`src/rtl/lw_sha_feeder.sv`:
```
// rtl/lw_sha_feeder.sv - FIPS 180-4 message padder that streams 32-bit words into the SHA-256/224 core
module lw_sha_feeder (
  input  logic        clk_i,
  input  logic        aresetn_i,
  input  logic        hash_start_i,
  input  logic        hash_opcode_i,
  input  logic        hash_empty_i,
  input  logic        abort_i,
  input  logic        msg_valid_i,
  output logic        msg_ready_o,
  input  logic [31:0] msg_data_i,
  input  logic        msg_last_i,
  input  logic [1:0]  msg_bytes_i,
  output logic        core_start_o,
  output logic        core_valid_o,
  output logic [31:0] core_data_o,
  output logic        core_last_o,
  output logic        core_opcode_o,
  output logic        core_abort_o,
  input  logic        core_ready_i,
  input  logic        core_idle_i,
  input  logic        core_done_i,
  output logic        busy_o
);

  localparam logic [31:0] PAD_WORD = 32'h8000_0000;

  typedef enum logic [2:0] {
    S_IDLE,
    S_MSG,
    S_PAD,
    S_ZERO,
    S_LEN_HI,
    S_LEN_LO,
    S_WAIT_DONE
  } state_t;

  state_t      state;
  state_t      after_marker;
  logic [63:0] len;
  logic [3:0]  widx;
  logic [3:0]  load_idx;
  logic        first_pending;
  logic        core_active;
  logic        consume;
  logic        out_free;
  logic        msg_take;
  logic [31:0] tail_word;

  // The core may show ready while still idle; the first word only counts once it has launched.
  assign consume      = core_valid_o && core_ready_i && (core_active || !first_pending);
  assign out_free     = !core_valid_o || consume;
  assign load_idx     = widx + {3'd0, core_valid_o};
  assign after_marker = (load_idx == 4'd13) ? S_LEN_HI : S_ZERO;
  assign msg_ready_o  = (state == S_MSG) && out_free && !abort_i;
  assign msg_take     = msg_ready_o && msg_valid_i;
  assign core_start_o = core_valid_o && first_pending;

  always_comb begin
    tail_word = msg_data_i;
    case (msg_bytes_i)
      2'd1:    tail_word = {msg_data_i[31:24], 8'h80, 16'h0000};
      2'd2:    tail_word = {msg_data_i[31:16], 8'h80, 8'h00};
      2'd3:    tail_word = {msg_data_i[31:8], 8'h80};
      default: tail_word = msg_data_i;
    endcase
  end

  always_ff @(posedge clk_i or negedge aresetn_i) begin
    if (!aresetn_i) begin
      state         <= S_IDLE;
      len           <= '0;
      widx          <= '0;
      first_pending <= 1'b0;
      core_active   <= 1'b0;
      core_valid_o  <= 1'b0;
      core_data_o   <= '0;
      core_last_o   <= 1'b0;
      core_opcode_o <= 1'b0;
      core_abort_o  <= 1'b0;
      busy_o        <= 1'b0;
    end else begin
      core_abort_o <= abort_i;
      if (abort_i) begin
        state         <= S_IDLE;
        core_valid_o  <= 1'b0;
        core_data_o   <= '0;
        core_last_o   <= 1'b0;
        first_pending <= 1'b0;
        core_active   <= 1'b0;
        busy_o        <= 1'b0;
      end else begin
        if (core_start_o && core_idle_i) core_active <= 1'b1;
        if (consume) begin
          widx          <= widx + 4'd1;
          first_pending <= 1'b0;
          core_valid_o  <= 1'b0;
          core_last_o   <= 1'b0;
        end
        case (state)
          S_IDLE: begin
            if (hash_start_i) begin
              len           <= '0;
              widx          <= '0;
              core_opcode_o <= hash_opcode_i;
              busy_o        <= 1'b1;
              first_pending <= 1'b1;
              core_active   <= 1'b0;
              if (hash_empty_i) begin
                core_valid_o <= 1'b1;
                core_data_o  <= PAD_WORD;
                state        <= S_ZERO;
              end else begin
                state <= S_MSG;
              end
            end
          end
          S_MSG: begin
            if (msg_take) begin
              core_valid_o <= 1'b1;
              core_last_o  <= 1'b0;
              if (!msg_last_i) begin
                core_data_o <= msg_data_i;
                len         <= len + 64'd32;
              end else if (msg_bytes_i == 2'd0) begin
                core_data_o <= msg_data_i;
                len         <= len + 64'd32;
                state       <= S_PAD;
              end else begin
                core_data_o <= tail_word;
                len         <= len + {59'd0, msg_bytes_i, 3'd0};
                state       <= after_marker;
              end
            end
          end
          S_PAD: begin
            if (out_free) begin
              core_valid_o <= 1'b1;
              core_data_o  <= PAD_WORD;
              state        <= after_marker;
            end
          end
          // Zeros run through a block wrap when the marker left no room for the length.
          S_ZERO: begin
            if (out_free) begin
              core_valid_o <= 1'b1;
              core_data_o  <= '0;
              if (load_idx == 4'd13) state <= S_LEN_HI;
            end
          end
          S_LEN_HI: begin
            if (out_free) begin
              core_valid_o <= 1'b1;
              core_data_o  <= len[63:32];
              state        <= S_LEN_LO;
            end
          end
          S_LEN_LO: begin
            if (out_free && !core_last_o) begin
              core_valid_o <= 1'b1;
              core_data_o  <= len[31:0];
              core_last_o  <= 1'b1;
            end else if (consume) begin
              state <= S_WAIT_DONE;
            end
          end
          S_WAIT_DONE: begin
            if (core_done_i) begin
              state  <= S_IDLE;
              busy_o <= 1'b0;
            end
          end
          default: state <= S_IDLE;
        endcase
      end
    end
  end

endmodule
```
`config.mk`:
```
export PLATFORM = sky130hd
export DESIGN_NAME = lw_sha_feeder
export DESIGN_NICKNAME = d
export VERILOG_FILES = /design/src/rtl/lw_sha_feeder.sv
export SDC_FILE = /design/constraint.sdc
export NUM_CORES = 1
export LEC_CHECK = 0
export BUFFER_PORTS_ARGS = -buffer_cell sky130_fd_sc_hd__buf_2
export CORE_ASPECT_RATIO = 2
export CORE_UTILIZATION = 63
export CTS_BUF_LIST = sky130_fd_sc_hd__clkbuf_8 sky130_fd_sc_hd__clkbuf_16
export CTS_CLUSTER_SIZE = 30
export DETAILED_ROUTE_END_ITERATION = 16
export PLACE_DENSITY = 0.95
export SLEW_MARGIN = 20
export SYNTH_ARGS = -nofsm -noshare
export SYNTH_HDL_FRONTEND = slang
export SYNTH_SLANG_ARGS = --single-unit
```
`constraint.sdc`:
```
create_clock -name clk_i -period 3.7 [get_ports clk_i]
set_clock_uncertainty 0.2 [all_clocks]
set_input_delay 0.37 -clock clk_i [delete_from_list [all_inputs] [get_ports clk_i]]
set_output_delay 0.37 -clock clk_i [all_outputs]
set_load 0.03 [all_outputs]
```
# [Yosys cells after proc, flatten, opt, wreduce, memory -nomap -nowiden]
# Index checks and enable logic that the tools add are counted.
[op_classes] addsub=4 n_eq_ne=24 mux=60 bitwise=1 n_reduce_logical=25
[op_table] operator="2-to-1 mux 32 bit" count=8
[op_table] operator="2-to-1 mux 64 bit" count=4
[op_table] operator="one-hot mux 32 bit (6 select lines)" count=1
[op_table] operator="one-hot mux 64 bit (2 select lines)" count=1
[op_table] operator="one-hot mux 24 bit (3 select lines)" count=1
[op_table] operator="adder 64 x 5 -> 64 bit" count=1
[op_table] operator="adder 64 x 6 -> 64 bit, second input constant" count=1
[op_table] operator="2-to-1 mux 24 bit" count=2
[op_table] operator="2-to-1 mux 3 bit" count=13
[op_table] operator="inequality test 3 bit, second input constant" count=12
[op_table] operator="2-to-1 mux 1 bit" count=22
[op_table] operator="one-hot mux 3 bit (7 select lines)" count=1
[op_table] operator="2-to-1 mux 4 bit" count=3
[op_table] operator="AND reduction 10 bit" count=1
[op_table] operator="== test 3 bit, second input constant" count=3
[op_table] operator="logical AND 1 bit" count=8
[op_table] operator="AND reduction 8 bit" count=1
[op_table] operator="nonzero test 7 bit" count=1
[op_table] operator="== test 3 x 2 -> 1 bit, second input constant" count=2
[op_table] operator="AND reduction 3 bit" count=2
[op_table] operator="adder 4 x 1 -> 4 bit" count=1
[op_table] operator="adder 4 x 1 -> 4 bit, second input constant" count=1
[op_table] operator="== test 2 bit, second input constant" count=2
[op_table] operator="== test 4 bit, second input constant" count=1
[op_table] operator="other kinds (15)" count=21
[totals] reg_bits=110 input_bits=45 output_inout_bits=39 word_cells=125

# [Longest topological paths before layout]
# Gate-level depths: netlist of the first run.
[depth] word_depth=10 ltp_mapped=10

# [Least setup slack after synthesis of the first run]
# Ideal clock, no wire load.
[synth_path] path_kind="register -> output" from="register state[1]" to="output msg_ready_o" arrival_time_ns=2.003 required_time_ns=3.130 path_slack_ns=1.127 stages_incl_launch_ff=5 n_path_buf=3 cell_sequence="dfrtp_1 -> buf_2 -> clkbuf_1 -> buf_1 -> nor4b_1"
[synth_via] elab_chain_cells=3
[synth_lines] element="start, declared" line="38" rtl="state_t state;"
[synth_lines] element="start signal, assigned" line="132" rtl="state <= after_marker;"
[synth_lines] element="start signal, assigned" line="140" rtl="state <= after_marker;"
[synth_lines] element="== test 3 x 1 -> 1 bit" line="55" rtl="assign msg_ready_o = (state == S_MSG) && out_free && !abort_i;"
[synth_lines] element="logical AND 1 bit (2 in a row)" line="55"
[synth_lines] element="end, declared" line="10" rtl="output logic msg_ready_o,"
# No other way between the ends.

# [Worst setup path after layout of the first run]
[layout_path] from="register state[1]" to="register len[28]"
[layout_via] elab_chain_cells=6 elab_cells_between_ends=10
[layout_lines] element="== test 3 x 1 -> 1 bit" line="55, 100"
[layout_lines] element="logical AND 1 bit (2 in a row)" line="55"
[layout_lines] element="logical AND 1 bit" line="56" rtl="assign msg_take = msg_ready_o && msg_valid_i;"
[layout_lines] element="inequality test 2 bit (no line)"
[layout_lines] element="AND reduction 4 bit (no line)"
[layout_lines] element="end signal, assigned" line="124" rtl="len <= len + 64'd32;"
[layout_lines] element="end signal, assigned" line="127" rtl="len <= len + 64'd32;"
[layout_lines] element="end signal, assigned" line="131" rtl="len <= len + {59'd0, msg_bytes_i, 3'd0};"
[layout_lines] element="end, declared" line="40" rtl="logic [63:0] len;"
# Several ways; a longest one is shown, not always the timed one.
# A chain may end at the register's enable or synchronous reset.

==> flow_metrics.tcl, run 1 <==
set metrics [dict create \
    drtIter0Drc 783 \
    syn_area_sq_um 6140 \
    synth_ff_type "dfrtp_1" \
    worstMarginPinSlew_ns 1.09 \
    cts_buffers 9 \
    postCtsSetupRepairBufs 0 \
    syn_to_final_growth_pct 13.1 \
    yosysSeqAreaShare 0.436 \
    vias_per_cell 7.09 \
    fp.dieArea_sq_um 10200 \
    syn-num-nets 730 \
    max_slew_margin 0.272 \
    synth_top_area_cell "dfrtp_1" \
    finalHoldViolations 0 \
    layout_common_cells "107 x dfrtp_1, 82 x buf_2, 75 x nand2_1" \
    cpMostUsedCell "buf_4" \
    syn_area_per_cell_sq_um 9.06 \
    worst-path-buf-inv 2 \
    required_ns 3.71 \
    drc 0 \
    grt_start_max_net_pins 63 \
    dpl_cell_area_sq_um 6630 \
    rsz0062_at_grt "no" \
    num_antenna_cells 0 \
    netlist.area_leader.share 0.436 \
    crit_path_end_kind "register" \
    place_congestion 0.954 \
    nets 796 \
    startpoint_type "register" \
    critPathTopFamily "simple AND/OR/NAND/NOR gates" \
    maxSlewViolCount 0 \
    num_io_pins 84 \
    grt_pass1_wl_um 30600 \
    fin_area_sq_um 6940 \
    hp-class "in2reg" \
    antenna_found_initial 0 \
    r2r_end "len[28]" \
    worstSetupPathType "reg2reg" \
    ys_top_cells_by_area "dfrtp_1 44%, nand2_1 4.6%, o31ai_1 4.3%" \
    cts-root-buf "clkbuf_16" \
    status "completed" \
    peakVddDrop_v 0.000337 \
    fin_tns_setup_ns 0 \
    p_per_area_nw_per_um2 519 \
    wl_per_cell_um 22.5 \
    r2r_cells 7 \
    slowest_stage "dfrtp_1" \
    clkTransAtPathRegs_ns 0.08 \
    rr_startpoint "state[1]" \
    yosys_warnings 0 \
    fmax_ghz 0.331 \
    synth_edf_count 0 \
    cts_htree_levels 3 \
    die_w_um 71.8 \
    vias 6046 \
    clkLatencyLatePin_ns 0.35 \
    r2r_slack_ns 0.68 \
    grt_pass1_vias 6030 \
    hp-start "hash_opcode_i" \
    setup_viol 0 \
    worstPathArrival_ns 3.04 \
    drt_wl_total_um 19200 \
    drive_above_1_share 0.186 \
    mostFrequentLayoutCell "dfrtp_1" \
    first_pass_iters 12 \
    coreArea_sq_um 9380 \
    cap_violations 0 \
    grtUsageTotal 0.395 \
    initial_core_util 0.655 \
    whs_endpoint "core_opcode_o" \
    cp_cell_sequence "buf_4, nor4b_4, a21oi_2, buf_4, nor4_1, xnor2_1, nor2_1" \
    syn_inst 678 \
    path_max_fanout 23 \
    ys_ff_latch 107 \
    portBuffers 83 \
    ant_nets 0 \
    gr-total-overflow 0 \
    leakage_nw 3.01 \
    dp_hpwl_um 13700 \
    period_share 0.817 \
    synth_cell_types 65 \
    synth_async_sr_flop_share 1.00 \
    cts_max_path_buffers 2 \
    hold-path-cell-count 2 \
    clock-sinks 107 \
    cp.depth 7 \
    dieHeight_um 142 \
    rows 50 \
    cts_tree "done" \
    period_minus_slack_ns 3.02 \
    cp_slowest_stage_delay_ns 0.53 \
]
==> cells by family (layout without fill, tap and decap cells) <==
kind of cell / after synthesis / in the layout / share of synthesized area
AOI/OAI and AO/OA: 159 / 159 / 0.179
xor gates and xnor gates: 41 / 41 / 0.0585
adders and majority gates: 7 / 7 / 0.0155
buffers and inverters: 62 / 133 / 0.0412
DFF: 107 / 107 / 0.436
muxes: 14 / 14 / 0.0236
and+or+nand+nor: 288 / 288 / 0.246
==> synthesized netlist by cell type, types with 19 or more instances <==
| master | count |
|---|---|
| nor3_1 | 24 |
| nand2_1 | 75 |
| nand3_1 | 22 |
| o21ai_0 | 28 |
| clkbuf_1 | 27 |
| dfrtp_1 | 107 |
| xnor2_1 | 25 |
| nor2_1 | 69 |
| o31ai_1 | 35 |
| a21oi_1 | 30 |
| nand4_1 | 25 |
| a222oi_1 | 19 |
==> worst reg2reg max path, cell delays in order (launching register included) <==
cell and delay, ns:
dfrtp_1 0.53, buf_4 0.28, nor4b_4 0.49, a21oi_2 0.37, buf_4 0.35, nor4_1 0.44
xnor2_1 0.17, nor2_1 0.06
==> per-layer routing <==
metal / vias to the layer above / share of wire / track usage
met3: 99 / 0.079 / 0.0675
met2: 432 / 0.51 / 0.676
met4: 0 / 0.067 / 0.260
met5: - / 0 / 0
met1: 2885 / 0.34 / 0.444
li1: 2630 / - / -
==> power breakdown <==
group / switching, mW / leakage, nW / total, mW / internal (mW)
Sequential: 0.101 / 1.48 / 1.37 / 1.27
Combinational: 0.872 / 1.38 / 1.25 / 0.376
Clock: 0.451 / 0.152 / 0.982 / 0.532
==> worst max-delay path by stage <==
stage / startpoint / to / slack [ns]
finish: state[1] / len[28] / 0.68
floorplan: state[1] / msg_ready_o / 1.13
global route: state[1] / len[40] / 0.54
detailed placement: msg_bytes_i[0] / len[63] / 0.74
global placement: msg_bytes_i[1] / len[56] / 0.83
CTS: state[1] / len[28] / 0.75
==> flip-flops by register name (all words and copies together), names as in the netlist, 3 cells and up <==
| signal | flops |
|---|---|
| state | 3 |
| widx | 4 |
| core_data_o | 32 |
| len | 61 |
==> through the flow <==
stage | hold WS, ns | setup WS (ns) | power (mW) | std cells | util
final | 0.0519 | 0.676 | 3.60 | 853 | 0.740
after global routing | 0.0601 | 0.542 | 3.75 | 853 | 0.740
after CTS | 0.0490 | 0.750 | 3.57 | 853 | 0.740
after detailed placement | 0.261 | 0.739 | 2.59 | 836 | 0.707
after global placement | 0.258 | 0.826 | 2.55 | 836 | 0.707
after floorplan | -0.126 | 1.13 | 2.20 | 678 | -
==> area by class of cell <==
type | count | area (sq um)
clock buffers | 9 | 225
flip-flops and latches | 107 | 2680
clock inverters | 7 | 77.6
multi-input cells | 509 | 3220
inverters | 16 | 60.1
well taps | 104 | 130
repair buffers | 101 | 556
fillers | 669 | 2440
==> what timing repair did <==
action,in CTS,in global routing
endpoints found under the hold margin,54,0
hold buffers,1,0
gates resized for setup,0,0
No activity file was read; power rests on OpenSTA's default activity.
==> run 2: changes to the inputs <==
Settings changed: CORE_UTILIZATION 63 to 58, PLACE_DENSITY 0.95 to 0.9.
Clock period 3.7 ns to 2.97 ns, I/O delays scaled along.
==> run 2 against run 1 <==
  * The run now ends with hold timing left
  * Clock-buffer cell count unchanged
  * Global-route usage down 2.9 points
  * Total power grew 23%
  * Critical path type unchanged
  * Largest cell class unchanged
==> flow_metrics.tcl, run 2 (synthesis gave the netlist of run 1 again) <==
set metrics [dict create \
    cp_slowest_stage_delay_ns 0.65 \
    max_slew_margin 0.297 \
    worstMarginPinSlew_ns 1.05 \
    cts_htree_levels 3 \
    num_io_pins 84 \
    clock-sinks 107 \
    die_w_um 74.8 \
    whs_endpoint "core_opcode_o" \
    nets 808 \
    fin_tns_setup_ns 0 \
    p_per_area_nw_per_um2 628 \
    grt_pass1_vias 5870 \
    cp_cell_sequence "nor4b_2, and2b_1, a21oi_2, buf_4, nor3_1, xnor2_1, nor2_1" \
    first_pass_iters 8 \
    period_minus_slack_ns 2.65 \
    hold-path-cell-count 2 \
    p_seq_frac 0.391 \
    required_ns 2.99 \
    dpl_cell_area_sq_um 6770 \
    cts_tree "done" \
    crit_path_end_kind "register" \
    layout_common_cells "107 x dfrtp_1, 82 x buf_2, 75 x nand2_1" \
    internal_power_mw 2.67 \
    antenna_found_initial 0 \
    regArea_sq_um 2680 \
    grt_start_max_net_pins 63 \
    num_antenna_cells 0 \
    fp.dieArea_sq_um 11000 \
    drtIter0Drc 746 \
    whs_ns -0.00475 \
    portBuffers 83 \
    top_regs "len x61, core_data_o x32, widx x4" \
    final_core_util 0.690 \
    maxSlewViolCount 0 \
    grt_pass1_wl_um 30000 \
    hp-start "hash_opcode_i" \
    cts-root-buf "clkbuf_16" \
    fmax_ghz 0.378 \
    rows 52 \
    p_sw_mw 1.76 \
    status "complete, but fails checks" \
    coreArea_sq_um 10200 \
    period_share 0.891 \
    drive_above_1_share 0.197 \
    syn_to_final_growth_pct 14.8 \
    clkTransAtPathRegs_ns 0.07 \
    vias 5975 \
    cts_resized 0 \
    comb_power_share 0.357 \
    grtUsageTotal 0.366 \
    worstPathArrival_ns 2.67 \
    place_congestion 0.978 \
    ant_nets 0 \
    r2r_cells 7 \
    multi_input_area_sq_um 3220 \
    drt_wl_total_um 19100 \
    pwr-share-clk 0.252 \
    worstSetupPathType "reg2reg" \
    fillers 815 \
    swShare 0.397 \
    violations "hold timing" \
    vias_per_cell 6.67 \
    largest_register_ffs 61 \
    wl_per_cell_um 21.3 \
    cap_violations 0 \
    largest-register "len" \
    finalHoldViolations 1 \
    r2r_slack_ns 0.32 \
    fin_area_sq_um 7050 \
    cts_max_path_buffers 2 \
    cts_buffers 9 \
    startpoint_type "register" \
    slowest_stage "dfrtp_1" \
    r2r_end "len[9]" \
    hp-class "in2reg" \
    rr_startpoint "state[1]" \
    peakVddDrop_v 0.000414 \
    rsz0062_at_grt "no" \
    path_max_fanout 18 \
    clkLatencyLatePin_ns 0.35 \
    dieHeight_um 148 \
    drc 0 \
    leakage_nw 3.06 \
    gr-total-overflow 0 \
    initial_core_util 0.601 \
    setup_viol 0 \
    mostFrequentLayoutCell "dfrtp_1" \
    dp_hpwl_um 14100 \
]
[run 2: stage by stage]
step | power [mW] | cells | setup WS, ns | hold slack (ns)
2_1_floorplan | 2.74 | 678 | 0.470 | -0.199
3_3_place_gp | 3.25 | 879 | 0.435 | 0.169
3_5_place_dp | 3.30 | 879 | 0.344 | 0.178
4_1_cts | 4.41 | 896 | 0.325 | 0.00197
5_1_grt | 4.64 | 896 | 0.105 | 0.00842
6_report | 4.43 | 896 | 0.324 | -0.00475
[run 2: routing by layer]
layer / wire (um) / track usage / vias up
met5: 0 / 0 / -
met4: 1230 / 0.221 / 0
met3: 1270 / 0.0600 / 94
met2: 9960 / 0.627 / 341
met1: 6660 / 0.410 / 2870
li1: - / - / 2670
[run 2: timing repair]
item | CTS | global route
hold buffers | 1 | 0
setup buffers | 0 | 0
hold endpoints to repair | 50 | 0
[run 2: worst max-delay path by stage]
stage,from,to,slack (ns)
6_report,state[1],len[9],0.32
5_1_grt,len[14],len[30],0.10
4_1_cts,state[1],len[9],0.33
3_5_place_dp,state[1],len[9],0.34
3_3_place_gp,len[26],len[52],0.43
2_1_floorplan,state[1],msg_ready_o,0.47
[run 2: area by class of cell]
class	count	area share
Inverter	16	0.00852
Tap cell	135	0.0239
Clock inverter	7	0.00639
Clock buffer	9	0.0319
Multi-Input combinational cell	509	0.456
Sequential cell	107	0.380
Timing Repair Buffer	113	0.0933
[run 2: critical path: cells and delay by family, from the launching register on]
kind / cells / cell delay, ns
xor+xnor: 1 / 0.19
simple gates: 4 / 0.49
flops: 1 / 0.65
buf+inv: 1 / 0.35
compound gates: 1 / 0.63
[run 2: power groups by stage]
stage,registers (mW),clock network (mW),logic (mW)
after global routing,1.75,1.19,1.70
after CTS,1.73,1.12,1.56
after global placement,1.74,0,1.51
after floorplan,1.83,0,0.910
after detailed placement,1.75,0,1.55
final,1.73,1.12,1.58
